## src/rtl/linked_list.sv

```systemverilog
// Shared linked-list protocol definitions: widths, opcode/result encodings,
// the head-table entry layout and the head-table controller state encoding.
package linked_list;

    localparam int LL_KEY_WIDTH      = 32;
    localparam int LL_HEAD_PTR_WIDTH = 10;

    localparam logic [1:0] LL_OP_INSERT  = 2'd0;
    localparam logic [1:0] LL_OP_DELETE  = 2'd1;
    localparam logic [1:0] LL_OP_DEQ     = 2'd2;
    localparam logic [1:0] LL_OP_ILLEGAL = 2'd3;

    localparam logic [2:0] LL_RESCODE_ILLEGAL = 3'd7;

    typedef struct packed {
        logic [LL_HEAD_PTR_WIDTH-1:0] ptr;
        logic                         val;
    } ll_head_entry_t;

    typedef enum logic [2:0] {
        ST_IDLE,
        ST_RD_HEAD,
        ST_ISSUE,
        ST_WAIT_RES,
        ST_RESP,
        ST_CLEAR
    } ll_ht_state_e;

endpackage

```

## src/rtl/ll_head_table_ram.sv

```systemverilog
// Simple dual-port head-table RAM: one write port, one read port whose data
// appears RAM_LATENCY cycles after the address through a register pipeline.
module ll_head_table_ram #(
    parameter int DATA_WIDTH  = 11,
    parameter int ADDR_WIDTH  = 8,
    parameter int RAM_LATENCY = 2
) (
    input  logic                  clk_i,
    input  logic [ADDR_WIDTH-1:0] rd_addr_i,
    output logic [DATA_WIDTH-1:0] rd_data_o,
    input  logic                  wr_en_i,
    input  logic [ADDR_WIDTH-1:0] wr_addr_i,
    input  logic [DATA_WIDTH-1:0] wr_data_i
);

    logic [DATA_WIDTH-1:0] mem_q     [2**ADDR_WIDTH];
    logic [DATA_WIDTH-1:0] rd_pipe_q [RAM_LATENCY];

    always_ff @(posedge clk_i) begin
        if (wr_en_i) begin
            mem_q[wr_addr_i] <= wr_data_i;
        end
        rd_pipe_q[0] <= mem_q[rd_addr_i];
        for (int i = 1; i < RAM_LATENCY; i++) begin
            rd_pipe_q[i] <= rd_pipe_q[i-1];
        end
    end

    assign rd_data_o = rd_pipe_q[RAM_LATENCY-1];

endmodule

```

## src/rtl/ll_head_table_ctrl.sv

```systemverilog
// Linked-list initiator: owns the per-bucket head table, issues one engine command
// at a time and applies head write-backs. Optional counters under LL_HT_STATS_EN.
module ll_head_table_ctrl
    import linked_list::*;
#(
    parameter int KEY_WIDTH      = 32,
    parameter int HEAD_PTR_WIDTH = 10,
    parameter int BUCKET_WIDTH   = 8,
    parameter int RAM_LATENCY    = 2
) (
    input  logic                      clk_i,
    input  logic                      rst_i,
    input  logic                      req_valid_i,
    output logic                      req_ready_o,
    input  logic [KEY_WIDTH-1:0]      req_key_i,
    input  logic [1:0]                req_opcode_i,
    input  logic [BUCKET_WIDTH-1:0]   req_bucket_i,
    output logic                      ll_cmd_valid_o,
    input  logic                      ll_cmd_ready_i,
    output logic [KEY_WIDTH-1:0]      ll_cmd_key_o,
    output logic [1:0]                ll_cmd_opcode_o,
    output logic [HEAD_PTR_WIDTH-1:0] ll_cmd_head_ptr_o,
    output logic                      ll_cmd_head_ptr_val_o,
    input  logic                      ll_res_valid_i,
    output logic                      ll_res_ready_o,
    input  logic [KEY_WIDTH-1:0]      ll_res_key_i,
    input  logic [1:0]                ll_res_opcode_i,
    input  logic [2:0]                ll_res_rescode_i,
    input  logic [2:0]                ll_res_chain_state_i,
    input  logic [HEAD_PTR_WIDTH-1:0] ht_wr_data_ptr_i,
    input  logic                      ht_wr_data_ptr_val_i,
    input  logic                      ht_wr_en_i,
    output logic                      rsp_valid_o,
    input  logic                      rsp_ready_i,
    output logic [KEY_WIDTH-1:0]      rsp_key_o,
    output logic [1:0]                rsp_opcode_o,
    output logic [2:0]                rsp_rescode_o,
    output logic [2:0]                rsp_chain_state_o,
    input  logic                      clear_run_i,
    output logic                      clear_done_o
`ifdef LL_HT_STATS_EN
    ,
    output logic [31:0]               stat_cmd_cnt_o,
    output logic [15:0]               stat_stray_wr_cnt_o
`endif
);

    localparam int ENTRY_W = HEAD_PTR_WIDTH + 1;
    localparam int LATW    = (RAM_LATENCY > 1) ? $clog2(RAM_LATENCY) : 1;
    localparam logic [LATW-1:0]         LAT_LAST    = LATW'(RAM_LATENCY - 1);
    localparam logic [BUCKET_WIDTH-1:0] ADDR_LAST   = '1;
    localparam logic [BUCKET_WIDTH-1:0] ADDR_PENULT = ADDR_LAST - 1'b1;

    ll_ht_state_e              state_q;
    logic [BUCKET_WIDTH-1:0]   bucket_q;
    logic [BUCKET_WIDTH-1:0]   clr_addr_q;
    logic [LATW-1:0]           lat_cnt_q;
    logic                      clear_pend_q;

    logic                      req_ready_q;
    logic                      ll_cmd_valid_q;
    logic [KEY_WIDTH-1:0]      ll_cmd_key_q;
    logic [1:0]                ll_cmd_opcode_q;
    logic [HEAD_PTR_WIDTH-1:0] ll_cmd_head_ptr_q;
    logic                      ll_cmd_head_ptr_val_q;
    logic                      ll_res_ready_q;
    logic                      rsp_valid_q;
    logic [KEY_WIDTH-1:0]      rsp_key_q;
    logic [1:0]                rsp_opcode_q;
    logic [2:0]                rsp_rescode_q;
    logic [2:0]                rsp_chain_state_q;
    logic                      clear_done_q;

    logic                      req_hs;
    logic                      wb_window;
    logic [BUCKET_WIDTH-1:0]   ram_rd_addr;
    logic [ENTRY_W-1:0]        ram_rd_data;
    logic                      ram_wr_en;
    logic [BUCKET_WIDTH-1:0]   ram_wr_addr;
    logic [ENTRY_W-1:0]        ram_wr_data;

    assign req_hs    = (state_q == ST_IDLE) && req_valid_i && req_ready_q;
    assign wb_window = (state_q == ST_ISSUE) || (state_q == ST_WAIT_RES);

    // The read address follows the live request in IDLE so the accept cycle starts the read.
    always_comb begin
        ram_rd_addr = (state_q == ST_IDLE) ? req_bucket_i : bucket_q;
        ram_wr_en   = 1'b0;
        ram_wr_addr = bucket_q;
        ram_wr_data = {ht_wr_data_ptr_i, ht_wr_data_ptr_val_i};
        if (state_q == ST_CLEAR) begin
            ram_wr_en   = 1'b1;
            ram_wr_addr = clr_addr_q;
            ram_wr_data = '0;
        end else if (wb_window && ht_wr_en_i) begin
            ram_wr_en   = 1'b1;
        end
    end

    ll_head_table_ram #(
        .DATA_WIDTH  (ENTRY_W),
        .ADDR_WIDTH  (BUCKET_WIDTH),
        .RAM_LATENCY (RAM_LATENCY)
    ) u_ram (
        .clk_i     (clk_i),
        .rd_addr_i (ram_rd_addr),
        .rd_data_o (ram_rd_data),
        .wr_en_i   (ram_wr_en),
        .wr_addr_i (ram_wr_addr),
        .wr_data_i (ram_wr_data)
    );

    always_ff @(posedge clk_i or posedge rst_i) begin
        if (rst_i) begin
            state_q               <= ST_IDLE;
            bucket_q              <= '0;
            clr_addr_q            <= '0;
            lat_cnt_q             <= '0;
            clear_pend_q          <= 1'b0;
            req_ready_q           <= 1'b1;
            ll_cmd_valid_q        <= 1'b0;
            ll_cmd_key_q          <= '0;
            ll_cmd_opcode_q       <= '0;
            ll_cmd_head_ptr_q     <= '0;
            ll_cmd_head_ptr_val_q <= 1'b0;
            ll_res_ready_q        <= 1'b0;
            rsp_valid_q           <= 1'b0;
            rsp_key_q             <= '0;
            rsp_opcode_q          <= '0;
            rsp_rescode_q         <= '0;
            rsp_chain_state_q     <= '0;
            clear_done_q          <= 1'b0;
        end else begin
            clear_done_q <= 1'b0;
            if (clear_run_i) begin
                clear_pend_q <= 1'b1;
            end
            case (state_q)
                ST_IDLE: begin
                    if (req_hs) begin
                        req_ready_q <= 1'b0;
                        if (req_opcode_i == LL_OP_ILLEGAL) begin
                            rsp_valid_q       <= 1'b1;
                            rsp_key_q         <= req_key_i;
                            rsp_opcode_q      <= req_opcode_i;
                            rsp_rescode_q     <= LL_RESCODE_ILLEGAL;
                            rsp_chain_state_q <= '0;
                            state_q           <= ST_RESP;
                        end else begin
                            bucket_q        <= req_bucket_i;
                            lat_cnt_q       <= '0;
                            ll_cmd_key_q    <= req_key_i;
                            ll_cmd_opcode_q <= req_opcode_i;
                            state_q         <= ST_RD_HEAD;
                        end
                    end else if (clear_pend_q || clear_run_i) begin
                        clear_pend_q <= 1'b0;
                        clr_addr_q   <= '0;
                        req_ready_q  <= 1'b0;
                        state_q      <= ST_CLEAR;
                    end
                end
                ST_RD_HEAD: begin
                    if (lat_cnt_q == LAT_LAST) begin
                        ll_cmd_head_ptr_q     <= ram_rd_data[ENTRY_W-1:1];
                        ll_cmd_head_ptr_val_q <= ram_rd_data[0];
                        ll_cmd_valid_q        <= 1'b1;
                        state_q               <= ST_ISSUE;
                    end else begin
                        lat_cnt_q <= lat_cnt_q + 1'b1;
                    end
                end
                ST_ISSUE: begin
                    if (ll_cmd_ready_i) begin
                        ll_cmd_valid_q <= 1'b0;
                        ll_res_ready_q <= 1'b1;
                        state_q        <= ST_WAIT_RES;
                    end
                end
                ST_WAIT_RES: begin
                    if (ll_res_valid_i) begin
                        ll_res_ready_q    <= 1'b0;
                        rsp_valid_q       <= 1'b1;
                        rsp_key_q         <= ll_res_key_i;
                        rsp_opcode_q      <= ll_res_opcode_i;
                        rsp_rescode_q     <= ll_res_rescode_i;
                        rsp_chain_state_q <= ll_res_chain_state_i;
                        state_q           <= ST_RESP;
                    end
                end
                ST_RESP: begin
                    if (rsp_ready_i) begin
                        rsp_valid_q <= 1'b0;
                        req_ready_q <= !(clear_pend_q || clear_run_i);
                        state_q     <= ST_IDLE;
                    end
                end
                ST_CLEAR: begin
                    // A clear request on the final address queues a fresh sweep instead of restarting.
                    if (clr_addr_q == ADDR_LAST) begin
                        clear_pend_q <= clear_run_i;
                        req_ready_q  <= !clear_run_i;
                        state_q      <= ST_IDLE;
                    end else if (clear_run_i) begin
                        clear_pend_q <= 1'b0;
                        clr_addr_q   <= '0;
                    end else begin
                        clr_addr_q <= clr_addr_q + 1'b1;
                        if (clr_addr_q == ADDR_PENULT) begin
                            clear_done_q <= 1'b1;
                        end
                    end
                end
                default: begin
                    state_q <= ST_IDLE;
                end
            endcase
        end
    end

    assign req_ready_o           = req_ready_q;
    assign ll_cmd_valid_o        = ll_cmd_valid_q;
    assign ll_cmd_key_o          = ll_cmd_key_q;
    assign ll_cmd_opcode_o       = ll_cmd_opcode_q;
    assign ll_cmd_head_ptr_o     = ll_cmd_head_ptr_q;
    assign ll_cmd_head_ptr_val_o = ll_cmd_head_ptr_val_q;
    assign ll_res_ready_o        = ll_res_ready_q;
    assign rsp_valid_o           = rsp_valid_q;
    assign rsp_key_o             = rsp_key_q;
    assign rsp_opcode_o          = rsp_opcode_q;
    assign rsp_rescode_o         = rsp_rescode_q;
    assign rsp_chain_state_o     = rsp_chain_state_q;
    assign clear_done_o          = clear_done_q;

`ifdef LL_HT_STATS_EN
    logic [31:0] stat_cmd_cnt_q;
    logic [15:0] stat_stray_wr_cnt_q;
    logic        clear_sweep_start;
    logic        stray_wr;

    assign clear_sweep_start = ((state_q == ST_IDLE) && !req_hs && (clear_pend_q || clear_run_i))
                             || ((state_q == ST_CLEAR) && clear_run_i && (clr_addr_q != ADDR_LAST));
    assign stray_wr          = ht_wr_en_i && !wb_window;

    always_ff @(posedge clk_i or posedge rst_i) begin
        if (rst_i) begin
            stat_cmd_cnt_q      <= '0;
            stat_stray_wr_cnt_q <= '0;
        end else if (clear_sweep_start) begin
            stat_cmd_cnt_q      <= '0;
            stat_stray_wr_cnt_q <= '0;
        end else begin
            if (ll_cmd_valid_q && ll_cmd_ready_i) begin
                stat_cmd_cnt_q <= stat_cmd_cnt_q + 32'd1;
            end
            if (stray_wr && (stat_stray_wr_cnt_q != 16'hFFFF)) begin
                stat_stray_wr_cnt_q <= stat_stray_wr_cnt_q + 16'd1;
            end
        end
    end

    assign stat_cmd_cnt_o      = stat_cmd_cnt_q;
    assign stat_stray_wr_cnt_o = stat_stray_wr_cnt_q;
`endif

endmodule
```

## config.mk

```make
export PLATFORM = sky130hd
export DESIGN_NAME = ll_head_table_ctrl
export DESIGN_NICKNAME = d
export VERILOG_FILES = /design/src/rtl/linked_list.sv /design/src/rtl/ll_head_table_ram.sv /design/src/rtl/ll_head_table_ctrl.sv
export SDC_FILE = /design/constraint.sdc
export NUM_CORES = 2
export LEC_CHECK = 0
export CELL_PAD_IN_SITES_DETAIL_PLACEMENT = 1
export CELL_PAD_IN_SITES_GLOBAL_PLACEMENT = 2
export CORE_MARGIN = 2
export CORE_UTILIZATION = 45
export CTS_CLUSTER_DIAMETER = 100
export DETAILED_ROUTE_END_ITERATION = 7
export PLACE_DENSITY = 0.85
export SLEW_MARGIN = 5
export SYNTH_ARGS = -nofsm -noshare
export SYNTH_HDL_FRONTEND = slang
export SYNTH_SLANG_ARGS = --single-unit
```

## constraint.sdc

```tcl
create_clock -name clk_i -period 7.66 [get_ports clk_i]
set_clock_uncertainty 0.15 [all_clocks]
set_input_delay 2.298 -clock clk_i [delete_from_list [all_inputs] [get_ports clk_i]]
set_output_delay 2.298 -clock clk_i [all_outputs]
set_load 0.05 [all_outputs]
```

-- Word level (Yosys, flattened, before mapping)
Memory sizes are Yosys's and may differ from the RTL's. A register that Yosys moved wholly into a read port is not among the register bits.
Index checks and enable logic that the tools add are counted.
- add/sub/neg operators: 2
- equal/unequal tests: 20
- multiplexer cells: 67
- bitwise operators: 1
- reductions and logical operators: 25
- operators by type and width (cell ; number):
    two-way mux 32 bit ; 3
    one-hot mux 32 bit (2 select lines) ; 1
    two-way mux 8 bit ; 6
    two-way mux 3 bit ; 14
    two-way mux 1 bit ; 28
    one-hot mux 3 bit (6 select lines) ; 1
    equality test 8 bit (second input constant) ; 2
    inequality test 2 bit (second input constant) ; 8
    one-hot mux 8 bit (2 select lines) ; 1
    one-hot mux 3 bit (2 select lines) ; 2
    AND reduction 3 bit ; 4
    AND reduction 4 bit ; 3
    two-way mux 11 bit ; 1
    nonzero test 2 bit ; 5
    adder 8 x 1 -> 8 bit (second input constant) ; 1
    one-hot mux 1 bit (2 select lines) ; 4
    equality test 3 x 2 -> 1 bit (second input constant) ; 2
    equality test 3 bit (second input constant) ; 2
    two-way mux 2 bit ; 3
    inequality test 2 x 1 -> 1 bit (second input constant) ; 3
    one-hot mux 1 bit (3 select lines) ; 2
    AND reduction 6 bit ; 1
    nonzero test 3 bit ; 2
    AND reduction 5 bit ; 1
    other kinds (11) ; 15
- bits in registers: 100
- memory bits (writable): 2838
- input bits: 101
- output and inout bits: 90
- word-level logic and storage cells: 133
- memories: 2
- memory list (name ; depth ; bits a word ; rd ports ; clocked after memory_dff ; write ports ; RTL line ; text):
    u_ram.mem_q ; 256 ; 11 ; 1 ; 0 ; 1 ; ll_head_table_ram.sv:16 ; logic [DATA_WIDTH-1:0] mem_q [2**ADDR_WIDTH];
    u_ram.rd_pipe_q ; 2 ; 11 ; 2 ; 1 ; 2 ; ll_head_table_ram.sv:17 ; logic [DATA_WIDTH-1:0] rd_pipe_q [RAM_LATENCY];

-- Longest topological paths before layout
- depth in word-level cells: 7
- mapped depth: 17
- gate-level depth less buffers: 9

-- Cells and area by module
A second synthesis with hierarchy kept.
- cells, all modules: 5545
- area, all modules: 114068.2 um^2
- modules (own cells, without submodules) (module ; instances ; cells an instance ; area an instance (um^2) ; seq. area each (um^2)):
    ll_head_table_ram ; 1 ; 5021 ; 108985.8 ; 85001.5
    ll_head_table_ctrl ; 1 ; 524 ; 5082.4 ; 2778.9

-- Worst setup path before layout
Ideal clock, no wire load.
- path kind: in2reg
- start point: input ht_wr_data_ptr_val_i
- end point: memory u_ram.mem_q[0][0], data pin
- library setup time: 0.870 ns
- arrival time: 5.542 ns
- required time: 6.640 ns
- slack: 1.098 ns
- cell stages on the path: 1
- buffers on the path: 0
- cell sequence: and2_1
- word-level cells in the longest chain between the ends: 1
- ends and longest elaborated chain (what ; RTL line ; text):
    start, declared ; ll_head_table_ctrl.sv:31 ; input logic ht_wr_data_ptr_val_i,
    two-way mux 11 bit ; ll_head_table_ctrl.sv:91 ; if (state_q == ST_CLEAR) begin
    end, declared ; ll_head_table_ram.sv:16 ;
Every way passes these cells.

==> impl_results.md <==
* Critical Path End: u_ram.rd_pipe_q[0][3]
* Synth Flop Type: edfxtp_1
* Placeable Area at about 0.26 mm^2
* Lkg Pwr at ~46 nW
* Gate power share at 0.380
* Die Width at 512 um
* # clock sinks at between 2k and 3k
* Switching pwr at around 23 mW
* Top cells by count, synth: edfxtp_1 (2816), nand2_1 (2419), nand3_1 (858)
* Yosys Warn Count at 0
* Placer Congestion at 0.962
* Post-synth EDFFs at 2816
* Slew headroom at 0.0775
* CP max FO at 49
* Worst Hold Class: flop to flop
* R2r endpoint: u_ram.rd_pipe_q[0][4]
* Final Routed Wirelength at 427000 um
* Reg2reg setup slack at roughly 1.8 ns
* IO Count at around 190
* Finished Core Util at 0.526
* Startpoint class of the critical path: input pin
* Instance count on the critical path at 12
* Antenna Violating Nets Remaining at 0
* Power per cell area at about 410 mW/mm^2
* CP top delay family: simple AND/OR/NAND/NOR gates
* Rows at 186
* CTS tree: built
* Clock power frac at 0.276
* TNS Setup at 0 ns
* Worst-path clk slew at 0.06 ns
* Max Fclk at 0.150 GHz
* Slew @ Worst Pin at around 1.4 ns
* Post-CTS Setup Inserts at 0
* # DRC at 0
* Synthesized area per cell at 13.4 um^2
* GRT overflow at 0
* Nets at approximately 9.2k
* CP cell instances: clkdlybuf4s50_1 > or4b_1 > and2_4 > buf_4 > nand2_2 > buf_4 > buf_4 > o22ai_1 > o21ai_0 > nand4_1 > nor4_1 > nand3_1
* Share of the synthesized area in the top cell type at 0.729
* Total CTS buffers at about 320
* Internal at 33.2 mW
* Yosys cell types at between 60 and 70
* DR iter-0 viols at ~11k
* Layout cells sized above 1 at 0.115
* Setup crit start: req_bucket_i[0]
* Final hold vios at 0
* Port Buffer Count at 190
* Drt via density at around 6.3
* First-pass GRT wire length at between 600000 and 700000 um
* Switching share of power at 0.405
* Post-Syn Area at approximately 0.12 mm^2
* H-tree depth at 5
* Slew Limit Fails at 0
* Status: completed
* Worst EP required at 8.33 ns
* Crit share post-route at 0.870
* Crit path buffers/inverters at 4
* Syn Inst Count at between 8k and 9k
* Reg-to-reg startpoint: state_q[0]
* Max_cap viols at 0
* FFs w/ async S/R, synth at 0.0376
* Most used cell, CP: buf_4
* CP endpoint kind: flop
* DR pass1 iterations at 8
* CTS max path bufs at 4
* Count leader, synth: edfxtp_1
* FF-to-FF path depth at 9
* WL per Instance at 33.5 um
* Endpoints failing setup at 0
* #FFs+latches synth at 2949
* Leading area contributor after synthesis: edfxtp_1
* Minimum clock period at 6.66 ns
* Initial Utilization at 0.452
* Critical Path AT at 7.33 ns
* Sequential power share at 0.345
* Area delta synth->final at 16.3%
* Slowest cell on the critical path: o21ai_0
* Critical path class: input pin to flop
* Slowest stage delay, CP at 0.74 ns
* Dpl hpwl at roughly 270000 um
* Total GRT Usage at 0.320
* Routed via count at 80.5k
* Die Y at between 500 and 600 um
* Initial antenna violation count at between 40 and 50
* Die area at 0.262 mm^2
* RSZ-0062 raised after global routing: no
* Post-CTS Resized at 0
* Largest net degree at the start of global routing at around 180
* Worst VDD drop at 338 uV
* CTS root buffer: clkbuf_16
* Seq/Total Area, Yosys at 0.757
* Synth Net Count at slightly below 9k
* Clk_lat worst skew at 1.00 ns
* Synth top area cells: edfxtp_1 (73%), nand2_1 (7.8%), nand3_1 (3.7%)
* Vias in the first global route at just over 80k
* Hold buffers post-CTS at 0
==> kinds of logic (layout without fill, tap and decap cells) <==
kind of cell             Yosys count  after routing  share of synthesized area
flip-flops                      2949           2949                      0.757
AO/OA/AOI/OAI                    776            776                     0.0443
AND/OR/NAND/NOR                 4041           4041                      0.149
adder cells (fa/ha/maj)            2              2                   0.000216
buffers and inverters            544           1253                     0.0196
other                              0              8                          0
multiplexers                     331            331                     0.0297
==> cell type report <==
class,count,area (um^2)
fillers,25168,122000
flip-flops and latches,2949,87800
multi-input cells,5150,26200
clock buffers,403,8730
repair buffers,689,6320
well taps,3384,4230
clock inverters,157,1490
diodes,8,20.0
inverters,4,17.5
==> cell usage in the layout (no fill, tap or decap), types with 17 or more instances in the layout <==
cell / instances
dfrtp_1: 110
o31ai_1: 19
dfxtp_1: 22
clkdlybuf4s50_1: 190
o21ai_0: 62
mux2_2: 57
and3_1: 56
a21oi_1: 159
nor2_1: 327
o22ai_1: 63
bufinv_16: 28
nand4_1: 230
mux2i_1: 266
clkinv_1: 62
o2111ai_1: 17
buf_12: 54
nand3_1: 851
clkbuf_16: 332
a31oi_1: 224
a32oi_1: 113
nand2_1: 2410
edfxtp_1: 2816
nor4_1: 22
nor3_1: 22
buf_4: 445
clkbuf_1: 55
clkinv_2: 48
==> routing by layer <==
metal | GRT usage | part of all wire | up-vias
met1 | 0.410 | 0.37 | 41422
met5 | 0.00146 | 0.00052 | -
met3 | 0.0851 | 0.12 | 1122
li1 | - | - | 32934
met2 | 0.490 | 0.45 | 5000
met4 | 0.189 | 0.068 | 28
==> through the flow <==
stage	hold WS (ns)	area, um^2	instances	worst slack, ns	power, mW
6_report	0.319	135000	12744	0.997	55.8
5_1_grt	0.327	135000	12738	1.15	57.2
4_1_cts	0.286	135000	12736	1.24	55.4
3_5_place_dp	0.301	125000	12176	0.250	40.0
3_3_place_gp	0.302	125000	12175	0.212	39.4
2_1_floorplan	0.160	116000	8643	1.10	30.7
==> worst register-to-register path: stages, from the launching register on <==
cell and delay [ns]:
dfrtp_1 0.91, or3_1 0.86, mux2i_4 1.02, buf_12 0.30, buf_12 0.26, a311oi_1 0.17, nand3_1 0.47, nand4_1 0.31
nor4_1 1.10, nand3_1 0.15
==> worst min-delay path by stage <==
stage / startpoint / to / slack, ns / cells after the start
after detailed placement: u_ram.rd_pipe_q[1][3] / ll_cmd_head_ptr_o[2] / 0.30 / 1
after global routing: u_ram.rd_pipe_q[0][2] / u_ram.rd_pipe_q[1][2] / 0.33 / 0
after CTS: u_ram.rd_pipe_q[0][2] / u_ram.rd_pipe_q[1][2] / 0.29 / 0
after floorplan: u_ram.rd_pipe_q[0][0] / u_ram.rd_pipe_q[1][0] / 0.16 / 0
after global placement: u_ram.rd_pipe_q[1][0] / ll_cmd_head_ptr_val_o / 0.30 / 1
final: u_ram.rd_pipe_q[1][5] / ll_cmd_head_ptr_o[4] / 0.32 / 1
==> state kept, by name, summed over array words and instances (netlist names), 2 cells and up <==
signal / cells
bucket_q: 8
u_ram.mem_q: 2816
ll_cmd_head_ptr_o: 10
rsp_chain_state_o: 3
rsp_rescode_o: 3
u_ram.rd_pipe_q: 22
ll_cmd_key_o: 32
rsp_opcode_o: 2
clr_addr_q: 8
ll_cmd_opcode_o: 2
rsp_key_o: 32
state_q: 3
==> power groups by stage <==
stage          clock network (mW)  registers (mW)  logic (mW)
2_1_floorplan                   0            20.4        10.3
6_report                     15.4            19.2        21.2
4_1_cts                      15.5            19.2        20.7
5_1_grt                      16.0            19.3        21.9
3_3_place_gp                    0            19.5        19.9
3_5_place_dp                    0            19.6        20.5
No activity file was read; power rests on OpenSTA's default activity.
